--- config.mk ---
export PLATFORM = sky130hd
export DESIGN_NAME = cla_multiword_seq
export DESIGN_NICKNAME = d
export VERILOG_FILES = /design/src/rtl/cla_multiword_seq.sv
export SDC_FILE = /design/constraint.sdc
export NUM_CORES = 1
export LEC_CHECK = 0
export ABC_AREA = 1
export ABC_CLOCK_PERIOD_IN_PS = 3500
export CAP_MARGIN = 20
export CORE_MARGIN = 4
export CORE_UTILIZATION = 64
export DETAILED_ROUTE_END_ITERATION = 16
export DONT_BUFFER_PORTS = 1
export PLACE_DENSITY = 0.92
export SKIP_CTS_REPAIR_TIMING = 1
export SYNTH_ARGS = -nofsm -noshare
export SYNTH_HDL_FRONTEND = slang
export SYNTH_HIERARCHICAL = 1
export SYNTH_SLANG_ARGS = --single-unit
--- constraint.sdc ---
create_clock -name clk -period 3.5 [get_ports clk]
set_input_delay 0.7 -clock clk [delete_from_list [all_inputs] [get_ports clk]]
set_output_delay 0.7 -clock clk [all_outputs]
set_load 0.05 [all_outputs]
--- src/rtl/cla_multiword_seq.sv ---
// cla_multiword_seq: multi-cycle W-bit adder (W = 16*WORDS) built from a single
// 16-bit carry-lookahead adder. One 16-bit slice is added per RUN cycle, and a
// carry register links each slice to the next.
// Ports:
//   clk, rst_n               clock, asynchronous active-low reset
//   start_valid/start_ready  operand handshake (a, b, cin are sampled on accept)
//   res_valid/res_ready      result handshake (sum, cout, ovf are held in DONE)
//   sum, cout, ovf           registered W-bit sum, carry out, signed overflow
//   busy                     high while an operation is in RUN or DONE

// carry_look_ahead_16bit: 16-bit adder made of four 4-bit lookahead groups
// and a second-level lookahead unit across the groups.
// Ports: i_a, i_b operands; i_cin carry in; o_sum sum; o_cout carry out.
module carry_look_ahead_16bit (
  input  logic [15:0] i_a,
  input  logic [15:0] i_b,
  input  logic        i_cin,
  output logic [15:0] o_sum,
  output logic        o_cout
);
  logic [15:0] w_g, w_p, w_c;
  logic [3:0]  w_gg, w_gp;
  logic [4:0]  w_bc;

  assign w_g = i_a & i_b;
  assign w_p = i_a ^ i_b;

  for (genvar k = 0; k < 4; k++) begin : g_grp
    assign w_gg[k] = w_g[4*k+3] | (w_p[4*k+3] & w_g[4*k+2])
                   | (w_p[4*k+3] & w_p[4*k+2] & w_g[4*k+1])
                   | (w_p[4*k+3] & w_p[4*k+2] & w_p[4*k+1] & w_g[4*k]);
    assign w_gp[k] = &w_p[4*k+:4];
    assign w_c[4*k]   = w_bc[k];
    assign w_c[4*k+1] = w_g[4*k] | (w_p[4*k] & w_bc[k]);
    assign w_c[4*k+2] = w_g[4*k+1] | (w_p[4*k+1] & w_g[4*k])
                      | (w_p[4*k+1] & w_p[4*k] & w_bc[k]);
    assign w_c[4*k+3] = w_g[4*k+2] | (w_p[4*k+2] & w_g[4*k+1])
                      | (w_p[4*k+2] & w_p[4*k+1] & w_g[4*k])
                      | (w_p[4*k+2] & w_p[4*k+1] & w_p[4*k] & w_bc[k]);
  end

  // Group carries are fully expanded so no carry ripples between groups.
  assign w_bc[0] = i_cin;
  assign w_bc[1] = w_gg[0] | (w_gp[0] & i_cin);
  assign w_bc[2] = w_gg[1] | (w_gp[1] & w_gg[0]) | (w_gp[1] & w_gp[0] & i_cin);
  assign w_bc[3] = w_gg[2] | (w_gp[2] & w_gg[1]) | (w_gp[2] & w_gp[1] & w_gg[0])
                 | (w_gp[2] & w_gp[1] & w_gp[0] & i_cin);
  assign w_bc[4] = w_gg[3] | (w_gp[3] & w_gg[2]) | (w_gp[3] & w_gp[2] & w_gg[1])
                 | (w_gp[3] & w_gp[2] & w_gp[1] & w_gg[0])
                 | (w_gp[3] & w_gp[2] & w_gp[1] & w_gp[0] & i_cin);

  assign o_sum  = w_p ^ w_c;
  assign o_cout = w_bc[4];
endmodule

module cla_multiword_seq #(
  parameter int unsigned WORDS = 4
) (
  input  logic                clk,
  input  logic                rst_n,
  input  logic                start_valid,
  output logic                start_ready,
  input  logic [16*WORDS-1:0] a,
  input  logic [16*WORDS-1:0] b,
  input  logic                cin,
  output logic                res_valid,
  input  logic                res_ready,
  output logic [16*WORDS-1:0] sum,
  output logic                cout,
  output logic                ovf,
  output logic                busy
);
  localparam int unsigned W  = 16 * WORDS;
  localparam int unsigned IW = $clog2(WORDS);

  typedef enum logic [1:0] {S_IDLE, S_RUN, S_DONE} state_t;

  state_t          r_state, w_next;
  logic [IW-1:0]   r_idx;
  logic            r_carry;
  logic [W-1:0]    r_a, r_b, r_sum;
  logic            r_cout, r_ovf;
  logic [15:0]     w_slice_a, w_slice_b, w_slice_sum;
  logic            w_slice_cout, w_last, w_accept;

  assign w_slice_a = r_a[r_idx*16 +: 16];
  assign w_slice_b = r_b[r_idx*16 +: 16];
  assign w_last    = (r_idx == IW'(WORDS - 1));
  assign w_accept  = start_valid & start_ready;

  carry_look_ahead_16bit u_cla (
    .i_a    (w_slice_a),
    .i_b    (w_slice_b),
    .i_cin  (r_carry),
    .o_sum  (w_slice_sum),
    .o_cout (w_slice_cout)
  );

  always_ff @(posedge clk or negedge rst_n) begin
    if (!rst_n) r_state <= S_IDLE;
    else        r_state <= w_next;
  end

  // Handshake outputs decode only the state register, so neither ready nor
  // valid has a combinational path from the opposite handshake input.
  always_comb begin
    w_next      = r_state;
    start_ready = 1'b0;
    res_valid   = 1'b0;
    busy        = 1'b0;
    case (r_state)
      S_IDLE: begin
        start_ready = 1'b1;
        if (start_valid) w_next = S_RUN;
      end
      S_RUN: begin
        busy = 1'b1;
        if (w_last) w_next = S_DONE;
      end
      S_DONE: begin
        busy      = 1'b1;
        res_valid = 1'b1;
        if (res_ready) w_next = S_IDLE;
      end
      default: w_next = S_IDLE;
    endcase
  end

  always_ff @(posedge clk or negedge rst_n) begin
    if (!rst_n) begin
      r_idx   <= '0;
      r_carry <= 1'b0;
      r_a     <= '0;
      r_b     <= '0;
      r_sum   <= '0;
      r_cout  <= 1'b0;
      r_ovf   <= 1'b0;
    end else begin
      case (r_state)
        S_IDLE: begin
          if (w_accept) begin
            r_a     <= a;
            r_b     <= b;
            r_carry <= cin;
            r_idx   <= '0;
            r_sum   <= '0;
          end
        end
        S_RUN: begin
          r_sum[r_idx*16 +: 16] <= w_slice_sum;
          r_carry               <= w_slice_cout;
          if (w_last) begin
            r_cout <= w_slice_cout;
            r_ovf  <= (r_a[W-1] == r_b[W-1]) & (w_slice_sum[15] != r_a[W-1]);
          end else begin
            r_idx <= r_idx + IW'(1);
          end
        end
        default: ;
      endcase
    end
  end

  assign sum  = r_sum;
  assign cout = r_cout;
  assign ovf  = r_ovf;
endmodule

* Yosys cells after proc, flatten, opt, wreduce, memory -nomap -nowiden
Index checks and enable logic that the tools add are counted.
** Cells by class
- Add/subtract/negate cells :: 2
- Equal/unequal tests :: 10
- Shifts and indexed selects :: 4
- Muxes and demuxes :: 15
- Bitwise operators :: 123
- Reduce and logical (&&, ||, !) cells :: 12
** Operator list (count)
- $pmux 64 s2 :: 1
- $shiftx 64x7->16 :: 2
- $and 1x1->1 :: 74
- $bwmux 64 :: 1
- $mux 64 :: 1
- $shift 16x34->64 const A :: 1
- $shiftx 16x34->64 :: 1
- $or 1x1->1 :: 46
- $neg 6->34 :: 1
- $xor 16x16->16 :: 2
- $and 16x16->16 :: 1
- $reduce_and 4->1 :: 4
- $mux 2 :: 5
- $ne 2x2->1 const B :: 5
- $pmux 2 s3 :: 1
- $reduce_and 2->1 :: 3
- $reduce_and 3->1 :: 2
- $eq 2x2->1 const B :: 2
- $mux 1 :: 4
- $pmux 2 s2 :: 1
- $add 2x1->2 const B :: 1
- $eq 2x1->1 const B :: 1
- $logic_not 2->1 :: 1
- $pmux 1 s2 :: 1
- 4 further kinds :: 4
** Storage, ports and cells
- Register bits :: 199
- Input bits :: 133
- Output and inout port bits :: 69
- Word-level logic and storage cells :: 174

* Longest topological paths before layout
- Depth after elaboration :: 16
- Mapped depth :: 24

* Modules after synthesis
Netlist, hierarchy kept.
** Modules (own cells, without submodules)
- cla_multiword_seq :: instances 1, cells an instance 1234, area each 9464.1 µm², sequential area each 4979.8 µm²
- carry_look_ahead_16bit :: instances 1, cells an instance 118, area each 743.2 µm², sequential area each 0.0 µm²

* Least setup slack after synthesis
Ideal clock, no wire load.
- Path kind :: flip-flop to flip-flop
- Start point :: register r_idx[0]
- End point :: register r_sum[61], in the netlist sum[61]
- Library setup time :: 0.065 ns
- Data arrival time :: 2.952 ns
- Required time :: 3.435 ns
- Path slack :: 0.483 ns
- Stages on the path, launching flop included :: 19
- Path buffers :: 3
- Clock period less this slack :: 3.017 ns
- Path through :: dfrtp_1 buf_2 inv_1 buf_2 clkbuf_1 o21ai_0 nand2_1 ha_1 or2_0 nand3b_1 nand2_2 nand2_1 nand2_2 fa_1 xor2_1 nand3_1 nor2_1 nand2_1 nand2_1
** On the way
- Elaborated cells between the ends (all ways) :: 112
- Those cells by class :: 1 x add/sub; 4 x shift; 2 x mux; 102 x bitwise; 3 x reduce/logical
** RTL lines
- start: declaration :: RTL line 79 : logic [IW-1:0] r_idx;
- start signal: assignment :: RTL line 156 : r_idx <= r_idx + IW'(1);
- $shiftx 64x7->16 (*) :: RTL line 86 : assign w_slice_a = r_a[r_idx*16 +: 16];
- named net w_slice_a[1] :: RTL line 83 : logic [15:0] w_slice_a, w_slice_b, w_slice_sum;
- $and 16x16->16 or $xor 16x16->16 (tied branches) :: RTL line 25, 26
- $and 1x1->1, on equally long branches :: RTL line 30, 31
- $or 1x1->1 or $and 1x1->1 (tied branches) :: RTL line 30, 31
- $or 1x1->1 :: RTL line 31 : | (w_p[4*k+3] & w_p[4*k+2] & w_p[4*k+1] & w_g[4*k]);
- $and 1x1->1 :: RTL line 46 : assign w_bc[3] = w_gg[2] | (w_gp[2] & w_gg[1]) | (w_gp[2] & w_gp[1] & w_gg[0])
- $or 1x1->1 :: RTL line 46
- $or 1x1->1 (*) :: RTL line 47 : | (w_gp[2] & w_gp[1] & w_gp[0] & i_cin);
- $and 1x1->1 (*) :: RTL line 34 : assign w_c[4*k+1] = w_g[4*k] | (w_p[4*k] & w_bc[k]);
- $or 1x1->1 (*) :: RTL line 34
- $xor 16x16->16 (*) :: RTL line 52 : assign o_sum = w_p ^ w_c;
- named net w_slice_sum[13] :: RTL line 83
- $shiftx 16x34->64 (*) :: RTL line 150 : r_sum[r_idx*16 +: 16] <= w_slice_sum;
- $bwmux 64 (*) :: RTL line 150
- $pmux 64 s2 (*) :: RTL line 139 : case (r_state)
- end signal: indexed assignment :: RTL line 150
- end: declaration :: RTL line 81 : logic [W-1:0] r_a, r_b, r_sum;
Mark *: on every way through the listed nets, which the timed path passes. The rest lies on a longest branch.
A chain may end at the register's enable or synchronous reset.

* Worst setup path in the final report
- Start point :: register r_idx[0]
- End point :: register r_sum[29], in the netlist sum[29]
** On the way
- Elaborated cells between the ends (all ways) :: 112
- Those cells by class :: 1 x add/sub; 4 x shift; 2 x mux; 102 x bitwise; 3 x reduce/logical
** RTL lines
- $shiftx 64x7->16 (*) :: RTL line 87 : assign w_slice_b = r_b[r_idx*16 +: 16];
- named net w_slice_b[10] :: RTL line 83
- $and 16x16->16 or $xor 16x16->16 (tied branches) :: RTL line 25, 26
- $and 1x1->1, on equally long branches :: RTL line 29, 30, 31
- $or 1x1->1 (tied with other cells) :: RTL line 29 : assign w_gg[k] = w_g[4*k+3] | (w_p[4*k+3] & w_g[4*k+2])
- $or 1x1->1 or $and 1x1->1 (tied branches) :: RTL line 30, 31
- $or 1x1->1 :: RTL line 31
- $or 1x1->1 (2 in a row) :: RTL line 46
- $or 1x1->1 (*) :: RTL line 47
- $and 1x1->1 (*) :: RTL line 34
- $or 1x1->1 (*) :: RTL line 34
- $xor 16x16->16 (*) :: RTL line 52
- named net w_slice_sum[13] :: RTL line 83
- $shiftx 16x34->64 (*) :: RTL line 150
- $bwmux 64 (*) :: RTL line 150
- $pmux 64 s2 (*) :: RTL line 139
Marks and branches as above.

==> out/qor.yml <==
worst_slew_pin_slew_ns: 0.962
syn_to_final_growth_pct: 6.06
worst_setup_hold_path_clk_slew_ns: 0.07
synthesis.nets: 1513
grt_pass1_vias: 8354
slew_viol_final: 0
synth_edf_count: 0
ys_ff_latch: 199
grt_usage_pct: 31.6
path_class: "reg2reg"
clockRootBuffer: "clkbuf_16"
syn_area_mm2: 0.0102
synth.distinct_cells: 35
combPwrFrac_pct: 51.8
worst_slack_ns: 0.241
async_flop_share_pct: 100
synth_largest_area_cell: "dfrtp_1"
antenna_found_initial: 0
p_switching_mw: 5.91
end_kind: "flop"
fillCellCount: 1223
dr.pass1.iters: 6
finalHoldViolations: 191
hold_slack_ns: -0.0495
synth_top_area_share_pct: 48.8
numPortBuffers: 0
cp.required_ns: 3.88
finalClockSkew_ns: 0.00967
violations: "negative hold slack"
grt_overflow_total: 0
pre_cts_ws_ns: 0.369
fin_crit_sh_pct: 93.1
pin_count: 202
crit_path_frequent_cell: "nand2_1"
fin_area_mm2: 0.0108
cts_tree: "yes"
r2r_setup_slack_ns: 0.24
crit_fanout: 62
rows: 45
synthTopCellsByArea: "dfrtp_1 49%, nand2_1 18%, nor2_1 6.1%"
drt_iter0_drc: 987
min_path_type: "in2async"
powerDensity_mw_per_mm2: 1100
viasPerCell: 5.85
crit_path_max_incr_delay_ns: 0.40
cts.sinks: 199
ys_seq_area_share_pct: 48.8
syn_avg_cell_area_um2: 7.55
cp.arrival_ns: 3.64
internal-power_mw: 5.98
ff2ff_path_depth: 19
outcome: "finished, violations left"
antenna_left: 0
drc: 0
dieHeight_um: 134
seq_area_mm2: 0.00498
place_hpwl_mm: 19.8
yosysWarnings: 6
p_clk_share_pct: 17.0
die_x_um: 134
p_leak_nw: 5.87
synthTopCellsByCount: "487 x nand2_1, 199 x dfrtp_1, 166 x nor2_1"
rsz0062_at_grt: "no"
crit_path_cell_trace: "inv_2, buf_12, nor2_1, nor2_1, o21ai_0, nand2_1, ha_1, nand2_1, inv_1, nand2_1, nand2_1, a21oi_1, nand2_2, fa_1, xor2_1, nand3_1, nor2_1, nand2_1, nand2_1"
vdd_ir_drop_max_uv: 702
coreArea_mm2: 0.0154
drive_above_1_share_pct: 5.40
finalWirelength_mm: 27.8
nNetsFinal: 1463
insertion_delay_ns: 0.45
power.total_mw: 11.9
critPathTopFamily: "simple AND/OR/NAND/NOR gates"
final.min_clock_period_ns: 3.26
cap_violations: 0
wire_per_inst_um: 18.2
diodes: 0
critical_path_buf_inv_count: 3
syn-instance-count: 1352
place_congestion: 0.951
dieArea_mm2: 0.0180
grt_pass1_wl_mm: 44.5
synth.most_common_cell: "nand2_1"
slowest_stage: "dfrtp_1"
fmax_mhz: 307
finalSetupViolations: 0
tns_ns: 0
numCtsBuffers: 17
multiInputGateArea_mm2: 0.00453
synth_flop_cell: "dfrtp_1"
placedInstanceArea_mm2: 0.0102
critical_path.startpoint_type: "flop"
p_seq_share_pct: 31.1
max_slew_margin_pct: 35.8
cts_buffer_depth: 2
grt_max_degree: 200
start_util_pct: 66.2
htree_levels: 4
swShare_pct: 49.7
r2r-end: "sum[29]$_DFFE_PN0P_"
r2r-start: "r_idx[0]$_DFFE_PN0P_"
vias: 8932
-- through the flow --
step	cells	hold slack [ns]	utilization, %
global placement	1494	0.416	66.2
finish	1526	-0.0495	70.2
global route	1526	-0.0629	70.2
CTS	1526	-0.0578	70.2
floorplan	1352	0.404	-
detailed placement	1494	0.417	66.2
-- cell families after synthesis --
logic type | synth area share, %
xor+xnor | 0.601
buf+inv | 6.94
flops | 48.8
simple gates | 32.6
fa+ha+maj | 3.73
compound gates | 7.34
-- registers in the layout, summed over array words and instances, names as in the netlist --
| name | cells |
|---|---|
| r_state | 2 |
| r_carry | 1 |
| cout | 1 |
| r_b | 64 |
| r_idx | 2 |
| ovf | 1 |
| r_a | 64 |
| sum | 64 |
-- worst register-to-register path: cells and delay by family (launching register included) --
kind	cells	cell delay, ns
and+or+nand+nor	11	1.13
xor gates and xnor gates	1	0.25
DFF	1	0.40
adders and majority gates	2	0.68
AOI/OAI and AO/OA	2	0.32
buffers and inverters	3	0.42
-- power groups by stage --
stage	Clock (mW)	Sequential, mW	Combinational [mW]
6_report	2.03	3.70	6.16
5_1_grt	2.13	3.76	6.87
4_1_cts	2.04	3.68	6.03
3_5_place_dp	0	3.71	5.96
3_3_place_gp	0	3.69	5.74
2_1_floorplan	0	3.51	4.60
-- worst max path at each step --
stage,cells past startpoint,to,from,slack (ns)
3_3_place_gp,18,sum[25]$_DFFE_PN0P_,r_idx[0]$_DFFE_PN0P_,0.46
5_1_grt,19,sum[29]$_DFFE_PN0P_,r_idx[0]$_DFFE_PN0P_,0.05
6_report,19,sum[29]$_DFFE_PN0P_,r_idx[0]$_DFFE_PN0P_,0.24
3_5_place_dp,18,sum[29]$_DFFE_PN0P_,r_idx[0]$_DFFE_PN0P_,0.37
2_1_floorplan,18,sum[61]$_DFFE_PN0P_,r_idx[0]$_DFFE_PN0P_,0.48
4_1_cts,18,sum[29]$_DFFE_PN0P_,r_idx[0]$_DFFE_PN0P_,0.30
-- layer usage --
metal | part of all wire (%) | routed length [um] | global-route usage [%] | vias up
li1 | - | - | - | 4125
met1 | 39 | 10700 | 43.0 | 4160
met2 | 45 | 12600 | 48.1 | 574
met3 | 13 | 3490 | 9.34 | 73
met4 | 3.6 | 1010 | 12.2 | 0
met5 | 0 | 0 | 0 | -
-- layout make-up --
type | instances | share of cell area [%]
clock inverters | 15 | 1.72
clock buffers | 17 | 3.93
flip-flops and latches | 199 | 46.0
well taps | 211 | 2.44
repair buffers | 8 | 0.902
inverters | 90 | 3.14
multi-input cells | 986 | 41.9
-- placed cells by master, fill, tap and decap left out, types with 2 or more instances in the layout --
cell / n
a21oi_1: 69
and2_1: 2
buf_12: 3
buf_4: 5
bufinv_16: 2
clkbuf_16: 17
clkinv_4: 3
dfrtp_1: 199
fa_1: 4
ha_1: 23
inv_1: 87
inv_6: 3
inv_8: 4
nand2_1: 487
nand2_2: 14
nand2_4: 5
nand3_1: 121
nor2_1: 166
nor2_2: 2
nor2_4: 5
o211ai_1: 3
o21ai_0: 67
xnor2_1: 2
xor2_1: 5
Note: power is estimated with default switching activity, not from simulation.
